### src/rtl/cnt_pkg.sv
// cnt_pkg: shared definitions for the parameterised counter.
//   cnt_mode_e    : CNT_WRAP (modulo count) or CNT_SAT (saturate, one-shot)
//   CNT_DEF_WIDTH : default counter register width
//   CNT_DEF_MAX   : default terminal value
package cnt_pkg;

  typedef enum logic {
    CNT_WRAP = 1'b0,
    CNT_SAT  = 1'b1
  } cnt_mode_e;

  localparam int          CNT_DEF_WIDTH = 27;
  localparam int unsigned CNT_DEF_MAX   = 99_999_999;

endpackage

### src/rtl/cnt_prescaler.sv
// cnt_prescaler: divides the count enable by PRESCALE. It emits one step pulse
// on every PRESCALE-th cycle in which en is high. Disabled cycles do not
// advance the divider.
// Ports:
//   clk  in  : clock, rising edge
//   rst  in  : synchronous reset, active-low
//   clr  in  : synchronous clear of the divider (the counter's clr or load)
//   en   in  : enable to be divided
//   step out : divided enable, combinational from en and the divider state
module cnt_prescaler #(
  parameter int PRESCALE = 1
) (
  input  logic clk,
  input  logic rst,
  input  logic clr,
  input  logic en,
  output logic step
);

  localparam int            PW   = (PRESCALE > 1) ? $clog2(PRESCALE) : 1;
  localparam logic [PW-1:0] LAST = PW'(PRESCALE - 1);

  logic [PW-1:0] div_p0;

  // Stage p0: divider register
  always_ff @(posedge clk) begin
    if (!rst) begin
      div_p0 <= '0;
    end else if (clr) begin
      div_p0 <= '0;
    end else if (en) begin
      div_p0 <= (div_p0 == LAST) ? '0 : div_p0 + 1'b1;
    end
  end

  assign step = en && (div_p0 == LAST);

endmodule

### src/rtl/param_counter.sv
// param_counter: up/down counter over 0..MAX_VAL with wrap or saturate mode,
// synchronous clear and load, and cascade outputs.
// Optional feature: define CNT_PRESCALER_EN to gate steps through cnt_prescaler
// (one step per PRESCALE enabled cycles). Without it, en steps directly and
// PRESCALE has no effect.
// Ports:
//   clk      in          : clock, rising edge
//   rst      in          : synchronous reset, active-low
//   clr      in          : synchronous clear to 0
//   en       in          : count enable
//   up       in          : direction, 1 = increment, 0 = decrement
//   load     in          : synchronous load strobe
//   load_val in  [WIDTH] : load value, clamped to MAX_VAL
//   q        out [WIDTH] : registered count
//   cnt_max  out         : q == MAX_VAL
//   cnt_min  out         : q == 0
//   tc       out         : carry/borrow for cascading, step enable AND boundary
//   done     out         : sticky boundary-reached flag, CNT_SAT mode only
module param_counter
  import cnt_pkg::*;
#(
  parameter int          WIDTH    = CNT_DEF_WIDTH,
  parameter int unsigned MAX_VAL  = CNT_DEF_MAX,
  parameter cnt_mode_e   MODE     = CNT_WRAP,
  parameter int          PRESCALE = 1
) (
  input  logic             clk,
  input  logic             rst,
  input  logic             clr,
  input  logic             en,
  input  logic             up,
  input  logic             load,
  input  logic [WIDTH-1:0] load_val,
  output logic [WIDTH-1:0] q,
  output logic             cnt_max,
  output logic             cnt_min,
  output logic             tc,
  output logic             done
);

  localparam logic [WIDTH-1:0] MAX_Q = WIDTH'(MAX_VAL);

  if ((64'(MAX_VAL) >= (64'd1 << WIDTH)) || (MAX_VAL == 0) || (PRESCALE < 1)) begin : g_bad_cfg
    $error("param_counter: illegal configuration (MAX_VAL must be 1..2**WIDTH-1, PRESCALE >= 1)");
  end

  // Out-of-range load values clamp to the terminal value.
  function automatic logic [WIDTH-1:0] sat_load(input logic [WIDTH-1:0] v);
    return (v > MAX_Q) ? MAX_Q : v;
  endfunction

  // At a boundary, wrap mode rolls over and saturate mode holds. The
  // arithmetic never leaves 0..MAX_VAL, so WIDTH bits always suffice.
  function automatic logic [WIDTH-1:0] step_up(input logic [WIDTH-1:0] v);
    if (v == MAX_Q) return (MODE == CNT_SAT) ? MAX_Q : '0;
    return v + 1'b1;
  endfunction

  function automatic logic [WIDTH-1:0] step_down(input logic [WIDTH-1:0] v);
    if (v == '0) return (MODE == CNT_SAT) ? '0 : MAX_Q;
    return v - 1'b1;
  endfunction

  logic             step_en;
  logic [WIDTH-1:0] count_p0;
  logic [WIDTH-1:0] count_nxt;
  logic             done_p0;
  logic             done_nxt;

`ifdef CNT_PRESCALER_EN
  cnt_prescaler #(
    .PRESCALE (PRESCALE)
  ) u_prescaler (
    .clk  (clk),
    .rst  (rst),
    .clr  (clr | load),
    .en   (en),
    .step (step_en)
  );
`else
  assign step_en = en;
`endif

  always_comb begin
    count_nxt = count_p0;
    done_nxt  = done_p0;
    if (clr) begin
      count_nxt = '0;
      done_nxt  = 1'b0;
    end else if (load) begin
      count_nxt = sat_load(load_val);
      done_nxt  = 1'b0;
    end else if (step_en) begin
      count_nxt = up ? step_up(count_p0) : step_down(count_p0);
      // A step that only holds at the boundary does not count as landing on it.
      if ((count_nxt != count_p0) && (up ? (count_nxt == MAX_Q) : (count_nxt == '0))) begin
        done_nxt = 1'b1;
      end
    end
    if (MODE != CNT_SAT) done_nxt = 1'b0;
  end

  // Stage p0: count and done registers
  always_ff @(posedge clk) begin
    if (!rst) begin
      count_p0 <= '0;
      done_p0  <= 1'b0;
    end else begin
      count_p0 <= count_nxt;
      done_p0  <= done_nxt;
    end
  end

  assign q       = count_p0;
  assign done    = done_p0;
  assign cnt_max = (count_p0 == MAX_Q);
  assign cnt_min = (count_p0 == '0);
  assign tc      = step_en && (up ? cnt_max : cnt_min);

endmodule
### config.mk
export PLATFORM = sky130hd
export DESIGN_NAME = param_counter
export DESIGN_NICKNAME = d
export VERILOG_FILES = /design/src/rtl/cnt_pkg.sv /design/src/rtl/cnt_prescaler.sv /design/src/rtl/param_counter.sv
export SDC_FILE = /design/constraint.sdc
export NUM_CORES = 1
export LEC_CHECK = 0
export CORE_MARGIN = 3
export CORE_UTILIZATION = 38
export DETAILED_ROUTE_END_ITERATION = 7
export GPL_TIMING_DRIVEN = 0
export PLACE_DENSITY = 0.65
export SYNTH_ARGS = -nofsm -noshare
export SYNTH_HDL_FRONTEND = slang
export SYNTH_HIERARCHICAL = 1
export SYNTH_SLANG_ARGS = --single-unit
export TNS_END_PERCENT = 30
### constraint.sdc
create_clock -name clk -period 2.7 [get_ports clk]
set_clock_uncertainty 0.05 [all_clocks]
set_input_delay 0.54 -clock clk [delete_from_list [all_inputs] [get_ports clk]]
set_output_delay 0.54 -clock clk [all_outputs]
set_load 0.005 [all_outputs]
---- After elaboration in Yosys (flattened, before gate mapping) ----
Index checks and enable logic that the tools add are counted.
operators by class
  add/sub/neg operators ................... 2
  magnitude comparators ................... 1
  equal/unequal tests ..................... 1
  mux-type cells .......................... 17
  bitwise gates (word level) .............. 1
  reductions and logical operators ........ 4
operators by type and width
  kind                                                count
  two-way mux 27 bit                                  8
  adder 27 x 1 -> 27 bit, second input constant       1
  == test 27 bit, second input constant               1
  > comparator 27 bit, second input constant          1
  zero test 27 bit                                    1
  subtractor 27 x 1 -> 27 bit, second input constant  1
  two-way mux 1 bit                                   9
  nonzero test 2 bit                                  1
  OR reduction 2 bit                                  1
  logical AND 1 bit                                   1
  inverter 1 bit                                      1
word-level totals
  register bits after elaboration ......... 27
  bits of input ports ..................... 33
  output and inout bits ................... 31
  logic and storage cells ................. 27

---- Depth between registers and ports, before layout ----
  depth after elaboration ................. 9
  depth in mapped cells ................... 9
  gate-level depth less buffers ........... 8

---- Worst setup path after synthesis ----
No wires, ideal clock.
  path kind ............................... input to register
  from .................................... input load_val[25]
  to ...................................... register count_p0[4] (netlist: q[4])
  setup time .............................. 0.119 ns
  data arrival time ....................... 2.613 ns
  data required time ...................... 2.531 ns
  setup slack ............................. -0.082 ns
  stages .................................. 6
  path buffers ............................ 1
  path through ............................ or4_1 or4_1 o31ai_1 o211ai_2 buf_6 o221a_2
on the way
  longest elaborated chain between the ends .. 3
RTL lines
  what                  RTL line              text
  from (decl)           param_counter.sv:33   input logic [WIDTH-1:0] load_val,
  > comparator 27 bit   param_counter.sv:49   return (v > MAX_Q) ? MAX_Q : v;
  two-way mux 27 bit    param_counter.sv:49
  two-way mux 27 bit    param_counter.sv:90   end else if (load) begin
  to (signal assigned)  param_counter.sv:109  count_p0 <= count_nxt;
  to (decl)             param_counter.sv:65   logic [WIDTH-1:0] count_p0;
No other way between the ends.
A chain may end at the register's enable or synchronous reset.

---- Final worst setup path ----
  from .................................... register count_p0[21] (netlist: q[21])
  to ...................................... register count_p0[6] (netlist: q[6])
on the way
  longest elaborated chain between the ends .. 9
  elaborated cells between the ends (all ways) .. 15
  those cells by class .................... 1 x eq/ne; 13 x mux; 1 x reduce/logical
RTL lines
  what                                                RTL line                                  text
  == test 27 bit or zero test 27 bit (tied branches)  param_counter.sv:55, param_counter.sv:60
  two-way mux 1 bit, on equally long branches         param_counter.sv:55, param_counter.sv:60
  two-way mux 1 bit                                   param_counter.sv:93                       end else if (step_en) begin
  two-way mux 1 bit                                   param_counter.sv:90
  two-way mux 1 bit                                   param_counter.sv:87                       if (clr) begin
  two-way mux 27 bit, on equally long branches        param_counter.sv:56, param_counter.sv:61
  two-way mux 27 bit *                                param_counter.sv:94                       count_nxt = up ? step_up(count_p0) : step_down(count_p0);
  two-way mux 27 bit *                                param_counter.sv:93
  two-way mux 27 bit *                                param_counter.sv:90
Every way passes the cells marked *; elsewhere a longest branch is shown, timed or not. The select of a mux whose other input is x is not followed.

==> run summary <==
• proportion of register bits with asynchronous set or reset after synthesis: 0%
• Routed Antenna Nets: 0
• latest clock arrival within the worst-skew pair: 0.29 ns
• Leak Pwr: 0.001646 uW
• worst-case register-to-register setup slack: -0.07 ns
• unrepaired setup endpoints after global routing: yes
• initial antenna violation count: 0
• via count of the first global-routing pass: 3,616
• number of storage elements in the synthesis netlist: 27
• clock transition at the registers of the reported paths: 0.12 ns
• number of endpoints with negative hold slack in the final report: 0
• syn avg cell area: 6.936 um^2
• Final Worst Setup Slack: -0.07207 ns
• cell area power density: 330.8 nW/um^2
• type of element capturing the critical path: flop
• max reg flops: 27
• width of the die: 94.08 um
• Port Buffer Count: 62
• Total Negative Setup Slacks: -0.07207 ns
• via total after detailed routing: 4,071
• start of the worst register-to-register path: q[21]
• fin crit share: 102.7%
• GRT Util Overall: 30.52%
• detailed-routing iteration count for the pre-antenna-repair pass: 5
• area inside the core boundary: 7370 um^2
• Net count, final: 558
• peak ir drop on the vdd network: 0.0001889 V
• pin slew with the least headroom to its limit: 0.6777 ns
• highest clock rate: 360.7 MHz
• post-synthesis instance area: 2948 um^2
• violations in the final reports: negative setup slack
• gate count after technology mapping: 425
• number of distinct library cell variants in the gate-level netlist after synthesis: 71
• Finish-stage setup viols: 1
• area taken by multi-input logic gates: 2507 um^2
• layout cell share with drive strength beyond 1: 26.87%
• arrival time worst endpoint: 2.90 ns
• Top FF cell, synth: sky130_fd_sc_hd__dfxtp_1
• flip-flop and latch area: 576.8 um^2
• clock root buffer master: sky130_fd_sc_hd__clkbuf_8
• count of max-cap constraint violations: 0
• Hold/Removal Path Class: in -> reg
• Ys Warns: 6
• via/cell ratio: 6.566
• floorplan die height: 94.08 um
• type of the worst setup path: reg -> reg
• count of flip-flops with a built-in enable after synthesis: 0
• crit path time final: 2.772 ns
• post-synth net total: 461
• global route overflow: 0
• placer congestion estimate: 1.010
• number of top-level pins: 64
• final WL: 13.68 mm
• CTS HTree Levels: 1
• routed length per placed instance: 22.07 um
• fill count: 699
• global-route wire length before repair: 20.87 mm
• clk sinks: 27
• total die area: 8850 um^2
• required time at the worst-slack endpoint: 2.82 ns
• startpoint of the tightest hold check path: load_val[11]
• maximum clock path buffer count: 2
• Hold Crit Depth: 3
• Final Max Tran Viols: 0
• outcome: finished, violations left
• Util after Layout: 59.51%
• Syn-to-layout area delta: 48.77%
• estimated wirelength of the detail-placed design: 9.743 mm
• number of diodes: 0
• FF-to-FF path depth: 6
• headroom to the max-slew limit: 54.82%
• CP startpoint kind: flop
• Crit Path Max Fanout: 6
• clock tree from TritonCTS: built
• total number of placement rows: 31
• Worst Hold End: q[11]
• remaining design rule violation count: 0
• hold_ws: 0.5165 ns
• Total Power Consumption: 1451 uW
• proportion of synthesized chip area in sequential cells: 18.34%
• initial standard-cell utilization of the core: 40.00%
• pin count of the biggest net entering global routing: 16
• number of DRC markers after the initial detailed-route iteration: 517
• reg2reg end: q[6]
• total clock buffers created by CTS: 3
==> routing by layer <==
layer | vias up | GRT usage (%) | routed length (um)
met5 | - | 0 | 0
met4 | 0 | 8.183 | 466
met3 | 55 | 5.609 | 1470
met2 | 286 | 46.42 | 5948
met1 | 1903 | 43.88 | 5797
li1 | 1827 | - | -
==> per-stage QoR <==
stage	instance area, um^2	worst slack, ns	instances
after floorplan	2953	-0.01400	425
after global placement	3697	-0.8675	586
after detailed placement	3702	-0.8414	587
after CTS	4051	-0.1631	597
after global routing	4385	-0.06627	620
final	4385	-0.07207	620
==> repair_timing <==
item                                    CTS  global route
pin swaps                                14            21
gates cloned                              1             0
hold buffers                              0             0
endpoints found under the setup margin   28            25
gates resized for setup                  74            51
buffers inserted                         11            28
==> worst max path at each step <==
stage	from	to	slack, ns	cells after the start
floorplan	load_val[25]	q[19]	-0.01	7
global placement	up	tc	-0.87	6
detailed placement	up	tc	-0.84	6
CTS	q[18]	q[6]	-0.16	7
global route	q[21]	q[6]	-0.07	6
finish	q[21]	q[6]	-0.07	6
==> placed cells by master, fill, tap and decap left out, types with 7 or more instances in the layout <==
cell type	instances
sky130_fd_sc_hd__a211oi_1	7
sky130_fd_sc_hd__a21oi_1	31
sky130_fd_sc_hd__a31oi_1	8
sky130_fd_sc_hd__and3_1	7
sky130_fd_sc_hd__buf_4	38
sky130_fd_sc_hd__buf_6	7
sky130_fd_sc_hd__clkbuf_1	13
sky130_fd_sc_hd__clkdlybuf4s50_1	53
sky130_fd_sc_hd__dfxtp_2	17
sky130_fd_sc_hd__inv_1	9
sky130_fd_sc_hd__nand2_1	33
sky130_fd_sc_hd__nand3_1	16
sky130_fd_sc_hd__nand4_1	18
sky130_fd_sc_hd__nor2_1	27
sky130_fd_sc_hd__nor3_1	21
sky130_fd_sc_hd__nor4_1	9
sky130_fd_sc_hd__o21ai_0	20
sky130_fd_sc_hd__o22ai_1	7
sky130_fd_sc_hd__or4_4	8
sky130_fd_sc_hd__xnor2_1	14
==> cell usage after synthesis (5+ instances only) <==
| master | n | area, um^2 |
|---|---|---|
| sky130_fd_sc_hd__a21oi_1 | 33 | 165.2 |
| sky130_fd_sc_hd__or3_1 | 5 | 31.28 |
| sky130_fd_sc_hd__nand2_1 | 33 | 123.9 |
| sky130_fd_sc_hd__nor4_1 | 13 | 81.33 |
| sky130_fd_sc_hd__inv_1 | 11 | 41.29 |
| sky130_fd_sc_hd__o221ai_1 | 5 | 43.79 |
| sky130_fd_sc_hd__xnor2_1 | 14 | 122.6 |
| sky130_fd_sc_hd__nand3_1 | 19 | 95.09 |
| sky130_fd_sc_hd__dfxtp_1 | 27 | 540.5 |
| sky130_fd_sc_hd__nor3b_1 | 6 | 45.04 |
| sky130_fd_sc_hd__and3_1 | 7 | 43.79 |
| sky130_fd_sc_hd__xor2_1 | 6 | 52.55 |
| sky130_fd_sc_hd__o21ai_0 | 25 | 125.1 |
| sky130_fd_sc_hd__nor3_1 | 26 | 130.1 |
| sky130_fd_sc_hd__or4_1 | 9 | 67.56 |
| sky130_fd_sc_hd__a31oi_1 | 8 | 50.05 |
| sky130_fd_sc_hd__buf_2 | 5 | 25.02 |
| sky130_fd_sc_hd__o22ai_1 | 7 | 43.79 |
| sky130_fd_sc_hd__a211oi_1 | 8 | 60.06 |
| sky130_fd_sc_hd__nor2_1 | 30 | 112.6 |
| sky130_fd_sc_hd__clkbuf_1 | 28 | 105.1 |
| sky130_fd_sc_hd__nand4_1 | 18 | 112.6 |
| sky130_fd_sc_hd__o21a_1 | 6 | 45.04 |
==> cell families after synthesis <==
logic type	share of synthesized area (%)
and+or+nand+nor	36.76
xor gates and xnor gates	5.942
AOI/OAI and AO/OA	29.41
buffers and inverters	7.088
DFF	18.34
muxes	1.061
adders and majority gates	1.273
other	0.1272
==> cell type report <==
| type | instances | area share (%) |
|---|---|---|
| multi-input combinational | 349 | 57.18 |
| sequential | 27 | 13.15 |
| timing repair buffer | 103 | 21.20 |
| clock inverter | 1 | 0.1141 |
| clock buffer | 3 | 0.9415 |
| inverter | 11 | 1.056 |
| buffer | 27 | 3.538 |
| tap | 99 | 2.825 |
==> worst max-delay path: stages (launching register included) <==
cell and delay (ns):
sky130_fd_sc_hd__dfxtp_4 0.38, sky130_fd_sc_hd__or4_4 0.54, sky130_fd_sc_hd__or3_4 0.43, sky130_fd_sc_hd__o31a_4 0.42, sky130_fd_sc_hd__a32o_1 0.24, sky130_fd_sc_hd__a22o_1 0.22
sky130_fd_sc_hd__a2111oi_4 0.38
==> report_power, final <==
group / internal [uW] / switching [uW] / total (uW)
Combinational: 332 / 384 / 716
Sequential: 421 / 45.6 / 467
Clock: 105 / 164 / 268
Total: 858 / 593 / 1450
No activity file was read; power rests on OpenSTA's default activity.
